## config.mk

```make
export PLATFORM = sky130hd
export DESIGN_NAME = uart_hex_frame_parser
export DESIGN_NICKNAME = d
export VERILOG_FILES = /design/src/rtl/uart_pkg.sv /design/src/rtl/uart_hex_decode.sv /design/src/rtl/uart_hex_frame_parser.sv
export SDC_FILE = /design/constraint.sdc
export NUM_CORES = 1
export LEC_CHECK = 0
export CORE_ASPECT_RATIO = 1.4
export CORE_UTILIZATION = 50
export DETAILED_ROUTE_END_ITERATION = 6
export DONT_BUFFER_PORTS = 1
export HOLD_SLACK_MARGIN = 0.05
export PLACE_DENSITY = 0.7
export SKIP_LAST_GASP = 1
export SYNTH_ARGS = -nofsm -noshare
export SYNTH_HDL_FRONTEND = slang
export SYNTH_SLANG_ARGS = --single-unit
```

## constraint.sdc

```tcl
create_clock -name clk -period 2 [get_ports clk]
set_input_delay 0.2 -clock clk [delete_from_list [all_inputs] [get_ports clk]]
set_output_delay 0.2 -clock clk [all_outputs]
set_load 0.1 [all_outputs]
```

## src/rtl/uart_pkg.sv

```systemverilog
`default_nettype none
// ============================================================================
// uart_pkg : shared constants for the UART ASCII-hex frame parser
// Rev 1.0
// ============================================================================
package uart_pkg;

  localparam logic [7:0] ASCII_0    = 8'h30;
  localparam logic [7:0] ASCII_9    = 8'h39;
  localparam logic [7:0] ASCII_UA   = 8'h41;
  localparam logic [7:0] ASCII_UF   = 8'h46;
  localparam logic [7:0] ASCII_LA   = 8'h61;
  localparam logic [7:0] ASCII_LF   = 8'h66;
  localparam logic [7:0] ASCII_SYNC = 8'h23;

  localparam logic [1:0] ERR_NONE = 2'd0;
  localparam logic [1:0] ERR_CHAR = 2'd1;
  localparam logic [1:0] ERR_RX   = 2'd2;
  localparam logic [1:0] ERR_TMO  = 2'd3;

  typedef enum logic [0:0] {
    ST_IDLE    = 1'b0,
    ST_COLLECT = 1'b1
  } state_t;

endpackage
`default_nettype wire

```

## src/rtl/uart_hex_decode.sv

```systemverilog
`default_nettype none
// ============================================================================
// uart_hex_decode : ASCII character to hex nibble, with hex/sync flags
// Rev 1.0
// ============================================================================
module uart_hex_decode
  import uart_pkg::*;
(
  input  logic [7:0] rx_data,
  output logic [3:0] nib,
  output logic       is_hex,
  output logic       is_sync
);

  // Digits keep their low nibble; letters in either case sit at low nibble 1..6.
  always_comb begin
    nib    = 4'h0;
    is_hex = 1'b0;
    if (rx_data >= ASCII_0 && rx_data <= ASCII_9) begin
      is_hex = 1'b1;
      nib    = rx_data[3:0];
    end else if ((rx_data >= ASCII_UA && rx_data <= ASCII_UF) ||
                 (rx_data >= ASCII_LA && rx_data <= ASCII_LF)) begin
      is_hex = 1'b1;
      nib    = rx_data[3:0] + 4'd9;
    end
  end

  assign is_sync = (rx_data == ASCII_SYNC);

endmodule
`default_nettype wire

```

## src/rtl/uart_hex_frame_parser.sv

```systemverilog
`default_nettype none
// ============================================================================
// uart_hex_frame_parser : packs NUM_CH x DIGITS ASCII-hex characters into words
// Optional build macro UART_HEX_SYNC_EN: frames start with '#'.   Rev 1.0
// ============================================================================
module uart_hex_frame_parser
  import uart_pkg::*;
#(
  parameter int NUM_CH      = 3,
  parameter int DIGITS      = 8,
  parameter int TIMEOUT_CYC = 0
) (
  input  logic                       clk,
  input  logic                       rst_n,
  input  logic [7:0]                 rx_data,
  input  logic                       rx_strobe,
  input  logic                       dataerror,
  input  logic                       frameerror,
  input  logic                       clr,
  output logic [NUM_CH*4*DIGITS-1:0] data_out,
  output logic                       valid,
  output logic                       busy,
  output logic                       frame_err,
  output logic [1:0]                 err_code
);

  localparam int W     = 4 * DIGITS;
  localparam int CH_W  = (NUM_CH > 1) ? $clog2(NUM_CH) : 1;
  localparam int DG_W  = (DIGITS > 1) ? $clog2(DIGITS) : 1;
  localparam int TMO_W = (TIMEOUT_CYC > 1) ? $clog2(TIMEOUT_CYC) : 1;
  localparam logic [CH_W-1:0]  CH_LAST  = CH_W'(NUM_CH - 1);
  localparam logic [DG_W-1:0]  DG_LAST  = DG_W'(DIGITS - 1);
  localparam logic [TMO_W-1:0] TMO_LAST = TMO_W'((TIMEOUT_CYC > 0) ? TIMEOUT_CYC - 1 : 0);

  state_t              state_q, state_d;
  logic [CH_W-1:0]     ch_cnt_q, ch_cnt_d;
  logic [DG_W-1:0]     digit_cnt_q, digit_cnt_d;
  logic [TMO_W-1:0]    gap_q, gap_d;
  logic [NUM_CH*W-1:0] shadow_q, shadow_d;
  logic [NUM_CH*W-1:0] data_q, data_d;
  logic                valid_q, valid_d;
  logic                ferr_q, ferr_d;
  logic [1:0]          err_q, err_d;
  logic                strobe_q;

  logic [3:0]          nib;
  logic                is_hex, is_sync;
  logic                take, rx_err, tmo_hit;
  logic                abort;
  logic [1:0]          abort_code;
  logic [W+3:0]        shifted;

  uart_hex_decode u_decode (
    .rx_data (rx_data),
    .nib     (nib),
    .is_hex  (is_hex),
    .is_sync (is_sync)
  );

`ifndef UART_HEX_SYNC_EN
  logic unused_sync;
  assign unused_sync = is_sync;
`endif

  assign take    = rx_strobe & ~strobe_q;
  assign rx_err  = dataerror | frameerror;
  assign busy    = (state_q == ST_COLLECT);
  assign tmo_hit = (TIMEOUT_CYC > 0) && busy && (gap_q == TMO_LAST);

  always_comb begin
    state_d     = state_q;
    ch_cnt_d    = ch_cnt_q;
    digit_cnt_d = digit_cnt_q;
    gap_d       = gap_q;
    shadow_d    = shadow_q;
    data_d      = data_q;
    err_d       = err_q;
    valid_d     = 1'b0;
    ferr_d      = 1'b0;
    abort       = 1'b0;
    abort_code  = ERR_NONE;
    shifted     = '0;

    if (clr) begin
      state_d     = ST_IDLE;
      ch_cnt_d    = '0;
      digit_cnt_d = '0;
      gap_d       = '0;
      shadow_d    = '0;
      data_d      = '0;
      err_d       = ERR_NONE;
    end else if (rx_err) begin
      abort      = 1'b1;
      abort_code = ERR_RX;
    end else if (take) begin
      gap_d = '0;
`ifdef UART_HEX_SYNC_EN
      if (is_sync) begin
        state_d     = ST_COLLECT;
        ch_cnt_d    = '0;
        digit_cnt_d = '0;
        shadow_d    = '0;
      end else if (busy && !is_hex) begin
        abort      = 1'b1;
        abort_code = ERR_CHAR;
      end else if (busy) begin
`else
      if (!is_hex) begin
        abort      = 1'b1;
        abort_code = ERR_CHAR;
      end else begin
`endif
        state_d = ST_COLLECT;
        for (int c = 0; c < NUM_CH; c++) begin
          if (ch_cnt_q == CH_W'(c)) begin
            shifted              = {shadow_q[c*W +: W], nib};
            shadow_d[c*W +: W]   = shifted[W-1:0];
          end
        end
        if (digit_cnt_q == DG_LAST) begin
          digit_cnt_d = '0;
          if (ch_cnt_q == CH_LAST) begin
            // Publish the whole frame at once, including the digit just shifted in.
            data_d   = shadow_d;
            valid_d  = 1'b1;
            err_d    = ERR_NONE;
            state_d  = ST_IDLE;
            ch_cnt_d = '0;
            shadow_d = '0;
          end else begin
            ch_cnt_d = ch_cnt_q + 1'b1;
          end
        end else begin
          digit_cnt_d = digit_cnt_q + 1'b1;
        end
      end
    end else if (tmo_hit) begin
      abort      = 1'b1;
      abort_code = ERR_TMO;
    end else if (busy) begin
      gap_d = gap_q + 1'b1;
    end

    if (abort) begin
      state_d     = ST_IDLE;
      ch_cnt_d    = '0;
      digit_cnt_d = '0;
      gap_d       = '0;
      shadow_d    = '0;
      ferr_d      = 1'b1;
      err_d       = abort_code;
    end
  end

  always_ff @(posedge clk or negedge rst_n) begin
    if (!rst_n) begin
      state_q     <= ST_IDLE;
      ch_cnt_q    <= '0;
      digit_cnt_q <= '0;
      gap_q       <= '0;
      shadow_q    <= '0;
      data_q      <= '0;
      valid_q     <= 1'b0;
      ferr_q      <= 1'b0;
      err_q       <= ERR_NONE;
      strobe_q    <= 1'b0;
    end else begin
      state_q     <= state_d;
      ch_cnt_q    <= ch_cnt_d;
      digit_cnt_q <= digit_cnt_d;
      gap_q       <= gap_d;
      shadow_q    <= shadow_d;
      data_q      <= data_d;
      valid_q     <= valid_d;
      ferr_q      <= ferr_d;
      err_q       <= err_d;
      strobe_q    <= rx_strobe;
    end
  end

  assign data_out  = data_q;
  assign valid     = valid_q;
  assign frame_err = ferr_q;
  assign err_code  = err_q;

endmodule
`default_nettype wire

```

### After elaboration in Yosys (flattened, before gate mapping)

Index checks and enable logic that the tools add are counted.

| word-level totals | value |
|---|---|
| input port bits | 14 |
| register bits | 203 |
| logic and storage cells | 105 |

| cells by class | value |
|---|---|
| magnitude comparators | 6 |
| reduce and logical (&&, ||, !) cells | 17 |
| bitwise operators | 3 |
| multiplexer cells | 62 |
| add/sub/neg operators | 3 |
| equal/unequal tests | 5 |

Operators by type and width:

| operator | number |
|---|---|
| $mux W96 | 13 |
| $mux W32 | 3 |
| $mux W2 | 17 |
| $mux W1 | 21 |
| $mux W3 | 6 |
| $ge A8 B7 Y1 const B | 2 |
| $le A8 B7 Y1 const B | 2 |
| $reduce_bool A3 Y1 | 4 |
| $reduce_and A5 Y1 | 2 |
| $ge A8 B6 Y1 const B | 1 |
| $le A8 B6 Y1 const B | 1 |
| $mux W4 | 2 |
| $reduce_bool A2 Y1 | 4 |
| $add A4 B4 Y4 const B | 1 |
| $reduce_and A4 Y1 | 1 |
| $add A3 B1 Y3 const B | 1 |
| $eq A3 B3 Y1 const B | 1 |
| $logic_and A1 B1 Y1 | 3 |
| $ne A3 B2 Y1 const B | 1 |
| $reduce_and A3 Y1 | 1 |
| $add A2 B1 Y2 const B | 1 |
| $eq A2 B1 Y1 const B | 1 |
| $eq A2 B2 Y1 const B | 1 |
| $logic_not A2 Y1 | 1 |
| 5 further kinds | 5 |

### Logic depth before layout (Yosys ltp)

Gate-level depths: netlist of run 1.

| depth | value |
|---|---|
| depth in word-level cells | 13 |
| gate-level depth with buffers | 10 |
| depth with buffers taken out | 7 |

### Cells and area by module

Synthesis of run 1 repeated with hierarchy kept, for this count alone.

| unflattened totals | value |
|---|---|
| cells, all modules | 770 |
| area, all modules | 8259.2 µm² |

By module, submodules not included:

| module | sequential area each (µm²) | cells an instance | area each (µm²) | times used |
|---|---|---|---|---|
| uart_hex_frame_parser | 4979.8 | 745 | 8065.2 | 1 |
| uart_hex_decode | 0.0 | 25 | 193.9 | 1 |

### Least setup slack after synthesis of run 1

No wires, ideal clock.

| timing | value |
|---|---|
| path type | input to register |
| from | in rx_data[1] |
| to | reg data_q[64] (netlist: data_out[64]) |
| stages | 10 |
| arrival time | 1.838 ns |
| buffers on the path | 3 |
| path slack | 0.036 ns |
| cell sequence | inv_1 ha_1 inv_1 o311a_4 or2_1 buf_4 nand4_2 buf_2 buf_2 o2bb2ai_2 |

| on the way | value |
|---|---|
| longest elaborated chain between the ends | 12 |
| elaborated cells on any way between the ends | 23 |
| those cells by class | order compare (6); mux (11); reduce/logical (6) |

Ends and longest elaborated chain:

| what | line | RTL |
|---|---|---|
| start: declaration | uart_hex_frame_parser.sv:15 | `input logic [7:0] rx_data,` |
| $ge A8 B7 Y1, or another cell as far along | uart_hex_decode.sv:22 | `end else if ((rx_data >= ASCII_UA && rx_data <= ASCII_UF) \|\|` |
| $logic_and A1 B1 Y1 (on tied branches) | uart_hex_decode.sv:22, uart_hex_decode.sv:23 |  |
| $logic_or A1 B1 Y1 | uart_hex_decode.sv:22 |  |
| $mux W4 | uart_hex_decode.sv:22 |  |
| $mux W4 | uart_hex_decode.sv:19 | `if (rx_data >= ASCII_0 && rx_data <= ASCII_9) begin` |
| $mux W32 | uart_hex_frame_parser.sv:115 | `if (ch_cnt_q == CH_W'(c)) begin` |
| $mux W96 | uart_hex_frame_parser.sv:122 | `if (ch_cnt_q == CH_LAST) begin` |
| $mux W96 | uart_hex_frame_parser.sv:120 | `if (digit_cnt_q == DG_LAST) begin` |
| $mux W96 | uart_hex_frame_parser.sv:108 | `if (!is_hex) begin` |
| $mux W96 | uart_hex_frame_parser.sv:95 | `end else if (take) begin` |
| $mux W96 | uart_hex_frame_parser.sv:92 | `end else if (rx_err) begin` |
| $mux W96 | uart_hex_frame_parser.sv:84 | `if (clr) begin` |
| end signal: assignment | uart_hex_frame_parser.sv:173 | `data_q <= data_d;` |
| end: declaration | uart_hex_frame_parser.sv:40 | `logic [NUM_CH*W-1:0] data_q, data_d;` |

Parallel ways exist; a longest one is shown, timed or not. The select of a mux whose other input is x is not followed.
A chain may end at the register's enable or synchronous reset.

### Worst setup path in the final report of run 1

| timing | value |
|---|---|
| from | reg digit_cnt_q[0] |
| to | reg shadow_q[27] |

| on the way | value |
|---|---|
| longest elaborated chain between the ends | 7 |

Ends and longest elaborated chain:

| what | line | RTL |
|---|---|---|
| start: declaration | uart_hex_frame_parser.sv:37 | `logic [DG_W-1:0] digit_cnt_q, digit_cnt_d;` |
| start signal: assignment | uart_hex_frame_parser.sv:170 | `digit_cnt_q <= digit_cnt_d;` |
| $eq A3 B3 Y1 | uart_hex_frame_parser.sv:120 |  |
| $mux W96 | uart_hex_frame_parser.sv:120 |  |
| $mux W96 | uart_hex_frame_parser.sv:108 |  |
| $mux W96 | uart_hex_frame_parser.sv:95 |  |
| $mux W96 | uart_hex_frame_parser.sv:92 |  |
| $mux W96 | uart_hex_frame_parser.sv:84 |  |
| $mux W96 | uart_hex_frame_parser.sv:144 | `if (abort) begin` |
| end signal: assignment | uart_hex_frame_parser.sv:172 | `shadow_q <= shadow_d;` |
| end: declaration | uart_hex_frame_parser.sv:39 | `logic [NUM_CH*W-1:0] shadow_q, shadow_d;` |

No other way between the ends. The select of a mux whose other input is x is not followed.

==> results of run 1 <==
## worst paths after layout
| kind | cells after the start | slack [ns] | from | endpoint |
|---|---|---|---|---|
| setup / recovery | 6 | 0.05 | digit_cnt_q[0] | shadow_q[27] |
| hold / removal | 0 | -0.53 | rst_n | data_out[69] |
| setup reg to reg | 6 | 0.05 | digit_cnt_q[0] | shadow_q[27] |
| hold reg to reg | 1 | 0.49 | data_out[20] | data_out[20] |
| max in group asynchronous | 0 | 2.23 | rst_n | shadow_q[24] |
| min in group clk | 2 | 0.07 | dataerror | frame_err |
## through the flow
stage	instance area, um2	worst slack (ns)	cells
6_report	10020	0.05032	891
5_1_grt	10020	-0.02823	891
2_1_floorplan	8172	0.03577	575
3_3_place_gp	9315	-0.1556	852
3_5_place_dp	9315	-0.2825	852
4_1_cts	10020	0.03723	891
## power by group through the flow
stage,Combinational (W),Sequential [W],Clock [W]
after global placement,0.000191,0.00411,0
after detailed placement,0.000196,0.00411,0
after global routing,0.000223,0.00403,0.00368
after floorplan,0.000117,0.00413,0
final,0.000211,0.00403,0.00344
after CTS,0.000211,0.00403,0.00351
## cell families after synthesis
logic type	after synthesis	synth area share [%]
multiplexers	58	7.105
AO/OA/AOI/OAI	212	23.99
AND/OR/NAND/NOR	48	3.537
buffers and inverters	53	3.660
adder cells (fa/ha/maj)	5	0.7656
flip-flops	199	60.94
## final cells by class
class | count | area (um2)
Sequential cell | 199 | 4980
Fill cell | 1196 | 5791
Clock inverter | 15 | 177.7
Tap cell | 196 | 245.2
Clock buffer | 17 | 425.4
Inverter | 3 | 11.26
Multi-Input combinational cell | 324 | 2967
Timing Repair Buffer | 137 | 1214
## what timing repair did
item | CTS | global route
buffers inserted | 1 | 0
endpoints found under the hold margin | 203 | 199
pin swaps | 2 | 1
gates cloned | 2 | 0
gates resized for setup | 5 | 0
endpoints found under the setup margin | 94 | 26
## synth_stat cells, types with 3 or more instances
cell / instances / area, um2
nor2_1: 7 / 26.28
dfrtp_1: 199 / 4980
nor3_1: 4 / 20.02
a22o_1: 127 / 1112
mux2i_1: 58 / 580.6
nand3_1: 4 / 20.02
o2bb2ai_2: 10 / 150.1
inv_1: 3 / 11.26
buf_6: 7 / 78.83
buf_1: 3 / 11.26
buf_2: 17 / 85.08
nor2b_1: 5 / 31.28
buf_4: 7 / 52.55
nand2_1: 7 / 26.28
clkbuf_1: 16 / 60.06
ha_1: 5 / 62.56
o2bb2ai_1: 51 / 446.7
nand2b_1: 7 / 43.79
a21oi_1: 9 / 45.04
## layer usage
metal  up-vias  share of wire (%)  track usage (%)
met5         -                  0                0
met4         0                1.5            8.635
met3        18                4.4            4.563
met2       157                 52            38.39
met1      2815                 43            31.17
li1       2434                  -                -
## sequential cells by signal, indices dropped and copies added (netlist names)
| register | cells |
|---|---|
| strobe_q | 1 |
| err_code | 2 |
| valid | 1 |
| digit_cnt_q | 3 |
| busy | 1 |
| ch_cnt_q | 2 |
| frame_err | 1 |
| shadow_q | 92 |
| data_out | 96 |
## worst reg2reg max path, stage by stage (launching register included)
cell	delay [ns]
dfrtp_1	0.41
ha_1	0.21
ha_2	0.21
and2_4	0.18
o41ai_4	0.39
bufbuf_16	0.36
a22o_1	0.14
==> out/qor.csv, run 1 <==
stage,metric,value,unit
outcome,status,finished with violations,
outcome,violations,hold timing,
clock_tree,cts_max_level,4,
routing,post_drt_wl_per_cell,20.59,um
sta,holdWs,-0.5258,ns
sta,rsz0062_at_grt,true,
sta,hold_violations,199,
global_routing,grt_usage,23.61,%
setup_path,path_cells,ha_1 -> ha_2 -> and2_4 -> o41ai_4 -> bufbuf_16 -> a22o_1,
global_routing,antenna_found_initial,0,
setup_path,cp-end-kind,flop,
die,ios,115,
sta,timing.fmax,512.9,MHz
layout,diodes,0,
global_routing,grt_pass1_wl,30590,um
clock_tree,cts_hold_buf,4,
setup_path,crit_family,compound AO/OA/AOI/OAI gates,
hold_path,hp-class,input pin to asynchronous set/reset pin,
placed_design,dpl.hpwl,11680,um
synthesis,synthArstFlopShare,100.0,%
setup_path,critPathMaxFanout,16,
layout,syn_to_final_growth,22.62,%
synthesis,synth.net_count,594,
die,core-area,15810,um2
placed_design,gp_congestion,0.7849,
sta,setup-violations-final,0,
sta,drv_slew,0,
die,start_util,51.69,%
sta,post-route-period-util,97.48,%
routing,ant_nets,0,
flow_run,maxCapViolCount,0,
setup_path,worst_ep_required_time,2.36,ns
synthesis,synth_seq_cells,199,
clock_tree,cts-root-buf,clkbuf_16,
synthesis,synth_edf_count,0,
clock_tree,clk_pin_slew,0.07,ns
pwr,p_leak,4.802,nW
pwr,pwr-share-seq,52.5,%
layout,drive_above_1_share,28.35,%
synthesis,synth_ff_type,dfrtp_1,
synthesis,syn_inst,575,
pwr,power_density,766.1,nW/um2
synthesis,ys_types,42,
routing,vias,5424,
sta,worst_pin_slew,1.187,ns
setup_path,crit_path_start_kind,flop,
layout,utilization,63.37,%
routing,vias_per_cell,6.088,
synthesis,seq_area_frac_synth,60.94,%
routing,firstDrtPassIters,5,
pwr,combPwrFrac,2.7,%
pwr,p_switching,0.001779,W
pwr,power.internal,0.005897,W
layout,finish.net_count,701,
routing,routed_wl,18340,um
sta,period_needed,1.950,ns
setup_path,slowest_delay,0.41,ns
clock_tree,cts_buffers,17,
global_routing,grt_pass1_vias,5839,
clock_tree,clkLatencyLatePin,0.43,ns
setup_path,cp.arrival,2.31,ns
global_routing,overflow,0,
die,die-height,153.3,um
die,dieArea,16870,um2
placed_design,port_buffers,0,
synthesis,synth_area_per_cell,14.21,um2
clock_tree,cts_buffer_depth,2,
pwr,peakVddDrop,0.0006691,V
clock_tree,clock-sinks,199,
sta,fin_tns_setup,0,ns
setup_path,path_class,flop to flop,
pwr,clock_power_share,44.8,%
setup_path,path_buf_inv,1,
setup_path,cpMaxStageDelayCell,dfrtp_1,
sta,clock_skew,0.01485,ns
global_routing,grt_max_degree,200,
routing,drc,0,
die,die_w,110.0,um
clock_tree,tritoncts,built,
layout,final_cell_mix,"dfrtp_1, a22o_1, buf_4",
sta,slew_headroom,20.88,%
routing,first_iter_violations,355,
layout,layout_commonest_cell,dfrtp_1,
synthesis,synth_area,8172,um2
die,row_count,54,
pwr,finalPower,0.007676,W
pwr,swShare,23.17,%
synthesis,yosysWarnings,0,
No activity file was read; power rests on OpenSTA's default activity.
==> inputs of run 2 (changes only) <==
--- a/config.mk
+++ b/config.mk
@@ -5,6 +5,8 @@
 export SDC_FILE = /design/constraint.sdc
 export NUM_CORES = 1
 export LEC_CHECK = 0
+export ABC_AREA = 1
+export CAP_MARGIN = 20
 export CORE_ASPECT_RATIO = 1.4
 export CORE_UTILIZATION = 50
 export DETAILED_ROUTE_END_ITERATION = 6
==> run 2 against run 1 <==
  * The flow still finishes with violations (hold timing)
  * Sequential power up 2%
  * Global-route usage down 0.93 points
  * Register-to-register slack better by 0.15 ns
==> out/qor.csv, run 2 <==
stage,metric,value,unit,change
die,dieArea,18730,um2,was 16870 um2
sta,hold_violations,203,,was 199
synthesis,yosysWarnings,0,,unchanged
sta,period_needed,1.800,ns,was 1.950 ns
routing,vias_per_cell,5.034,,was 6.088
die,row_count,58,,was 54
sta,post-route-period-util,90.00,%,was 97.48%
routing,drc,0,,unchanged
setup_path,rrSetupSlack,0.20,ns,was 0.05 ns
global_routing,grt_pass1_wl,34100,um,was 30590 um
sta,drv_slew,0,,unchanged
setup_path,cp-end-kind,flop,,unchanged
layout,final_cell_mix,"nand2_1, dfrtp_1, o21ai_0",,"was dfrtp_1, a22o_1, buf_4"
clock_tree,cts_buffer_depth,3,,was 2
global_routing,grt_usage,22.68,%,was 23.61%
sta,slew_headroom,64.46,%,was 20.88%
flow_run,maxCapViolCount,0,,unchanged
global_routing,antenna_found_initial,0,,unchanged
global_routing,overflow,0,,unchanged
routing,first_iter_violations,492,,was 355
clock_tree,cts_buffers,21,,was 17
clock_tree,cts_setup_buffers,0,,was 1
synthesis,synth_top_area_share,55.88,%,was 60.94%
layout,drive_above_1_share,16.78,%,was 28.35%
routing,routed_wl,20330,um,was 18340 um
pwr,peakVddDrop,0.0007482,V,was 0.0006691 V
setup_path,path_class,flop to flop,,unchanged
placed_design,gp_congestion,0.8013,,was 0.7849
synthesis,seq_area_frac_synth,55.88,%,was 60.94%
pwr,finalPower,0.008044,W,was 0.007676 W
synthesis,yosysMostFrequentCell,nand2_1,,was dfrtp_1
clock_tree,cts-root-buf,clkbuf_16,,unchanged
synthesis,synth.net_count,1108,,was 594
clock_tree,cts_hold_buf,6,,was 4
setup_path,reg2regPathDepth,10,,was 6
synthesis,synth_area_leader_cell,dfrtp_1,,unchanged
synthesis,synthArstFlopShare,100.0,%,unchanged
pwr,p_leak,5.494,nW,was 4.802 nW
layout,finish.net_count,1197,,was 701
sta,holdWs,-0.5912,ns,was -0.5258 ns
clock_tree,clk_pin_slew,0.07,ns,about the same
global_routing,grt_max_degree,204,,was 200
sta,rsz0062_at_grt,false,,was true
sta,timing.fmax,555.6,MHz,was 512.9 MHz
sta,setup-violations-final,0,,unchanged
die,ios,115,,unchanged
placed_design,port_buffers,0,,unchanged
setup_path,critPathMaxFanout,63,,was 16
synthesis,synth_ff_type,dfrtp_1,,unchanged
layout,layout_commonest_cell,nand2_1,,was dfrtp_1
routing,post_drt_wl_per_cell,14.20,um,was 20.59 um
routing,vias,7208,,was 5424
routing,firstDrtPassIters,5,,unchanged
sta,fin_tns_setup,0,ns,unchanged
die,core-area,17850,um2,was 15810 um2
hold_path,hp-class,input pin to asynchronous set/reset pin,,unchanged
die,die_w,116.0,um,was 110.0 um
routing,ant_nets,0,,unchanged
setup_path,timing.rr.end,data_out[7],,was shadow_q[27]
synthesis,synth_seq_cells,203,,was 199
setup_path,cp.arrival,2.23,ns,was 2.31 ns
clock_tree,tritoncts,built,,unchanged
outcome,violations,hold timing,,unchanged
pwr,power_density,750.9,nW/um2,was 766.1 nW/um2
synthesis,synth_area,9091,um2,was 8172 um2
synthesis,yosys-top-cells-area,"dfrtp_1, nand2_1, o21ai_0",,"was dfrtp_1, a22o_1, mux2i_1"
clock_tree,ctsResizeCount,0,,was 5
placed_design,placed_area,10000,um2,was 9315 um2
layout,diodes,0,,unchanged
outcome,status,finished with violations,,unchanged
sta,worst_pin_slew,0.5330,ns,was 1.187 ns
layout,syn_to_final_growth,17.82,%,was 22.62%
sta,clock_skew,0.01579,ns,was 0.01485 ns
synthesis,ys_types,29,,was 42
clock_tree,clkLatencyLatePin,0.49,ns,was 0.43 ns
global_routing,grt_pass1_vias,6988,,was 5839
clock_tree,clock-sinks,203,,was 199
setup_path,worst_ep_required_time,2.43,ns,was 2.36 ns
synthesis,synthTopCellsByCount,"nand2_1, dfrtp_1, o21ai_0",,"was dfrtp_1, a22o_1, mux2i_1"
setup_path,crit_path_start_kind,flop,,unchanged
clock_tree,cts_max_level,1,,was 4
die,die-height,161.5,um,was 153.3 um
layout,design_area,10710,um2,was 10020 um2
placed_design,dpl.hpwl,12980,um,was 11680 um
synthesis,syn_inst,1089,,was 575
die,start_util,50.93,%,was 51.69%
synthesis,synth_area_per_cell,8.348,um2,was 14.21 um2
synthesis,synth_edf_count,0,,unchanged
setup_path,r2r_start,ch_cnt_q[0],,was digit_cnt_q[0]
==> run 2: cell count changes after synthesis, moves of 7 or more <==
cell | before | now
nand2_2 | 0 | 36
o2bb2ai_1 | 51 | 0
nand2_1 | 7 | 445
clkbuf_1 | 16 | 25
o21ai_0 | 2 | 165
o2bb2ai_2 | 10 | 0
nand2b_1 | 7 | 0
a22o_1 | 127 | 0
inv_1 | 3 | 97
buf_4 | 7 | 0
o22ai_1 | 0 | 28
mux2i_1 | 58 | 0
nand3_1 | 4 | 13
==> run 2: layout make-up <==
cell class                 count  area, um2
clock buffer                  29      595.6
tap                          240      300.3
clock inverter                 8      53.80
timing repair buffer         122       1031
multi-input combinational    730       3273
fill                        1607       7141
inverter                     100      377.9
sequential                   203       5080
==> run 2: power breakdown <==
group / internal (W) / leakage [nW] / switching, W
Clock: 0.00210 / 0.326 / 0.00157
Sequential: 0.00411 / 2.83 / 0.00000374
Combinational: 0.0000692 / 2.34 / 0.000187
==> run 2: metrics by stage <==
| step | util (%) | setup slack [ns] | cells |
|---|---|---|---|
| after floorplan | - | 0.3932 | 1089 |
| after global placement | 56.03 | 0.3058 | 1389 |
| after detailed placement | 56.03 | 0.2599 | 1389 |
| after CTS | 60.00 | 0.2141 | 1432 |
| after global routing | 60.00 | 0.07817 | 1432 |
| final | 60.00 | 0.2000 | 1432 |
==> run 2: critical path, cell delays in order, from the launching register on <==
cell and delay [ns]:
dfrtp_1 0.42, inv_1 0.14, nand2_2 0.07, inv_2 0.10, nand2_2 0.10, nor3_2 0.17, nand2_2 0.12, nor2_4 0.11
buf_12 0.27, nand2_1 0.11, nand2_1 0.08
==> run 2: worst max path at each step <==
stage / start / end / slack, ns
after global placement: digit_cnt_q[0] / data_out[33] / 0.31
final: ch_cnt_q[0] / data_out[7] / 0.20
after floorplan: digit_cnt_q[0] / data_out[20] / 0.39
after detailed placement: digit_cnt_q[0] / data_out[74] / 0.26
after CTS: ch_cnt_q[0] / data_out[8] / 0.21
after global routing: ch_cnt_q[0] / data_out[15] / 0.08
==> run 2: cells by family after synthesis <==
kind of cell,synth area share [%]
compound gates,11.75
buf+inv,8.340
flops,55.88
fa+ha+maj,0.6881
xor+xnor,0.09636
simple gates,23.25
==> run 2: metal layers <==
metal	GRT usage [%]	share of wire, %
met1	29.17	42
met2	38.28	50
met3	3.527	4.9
met4	8.508	3.1
met5	0	0
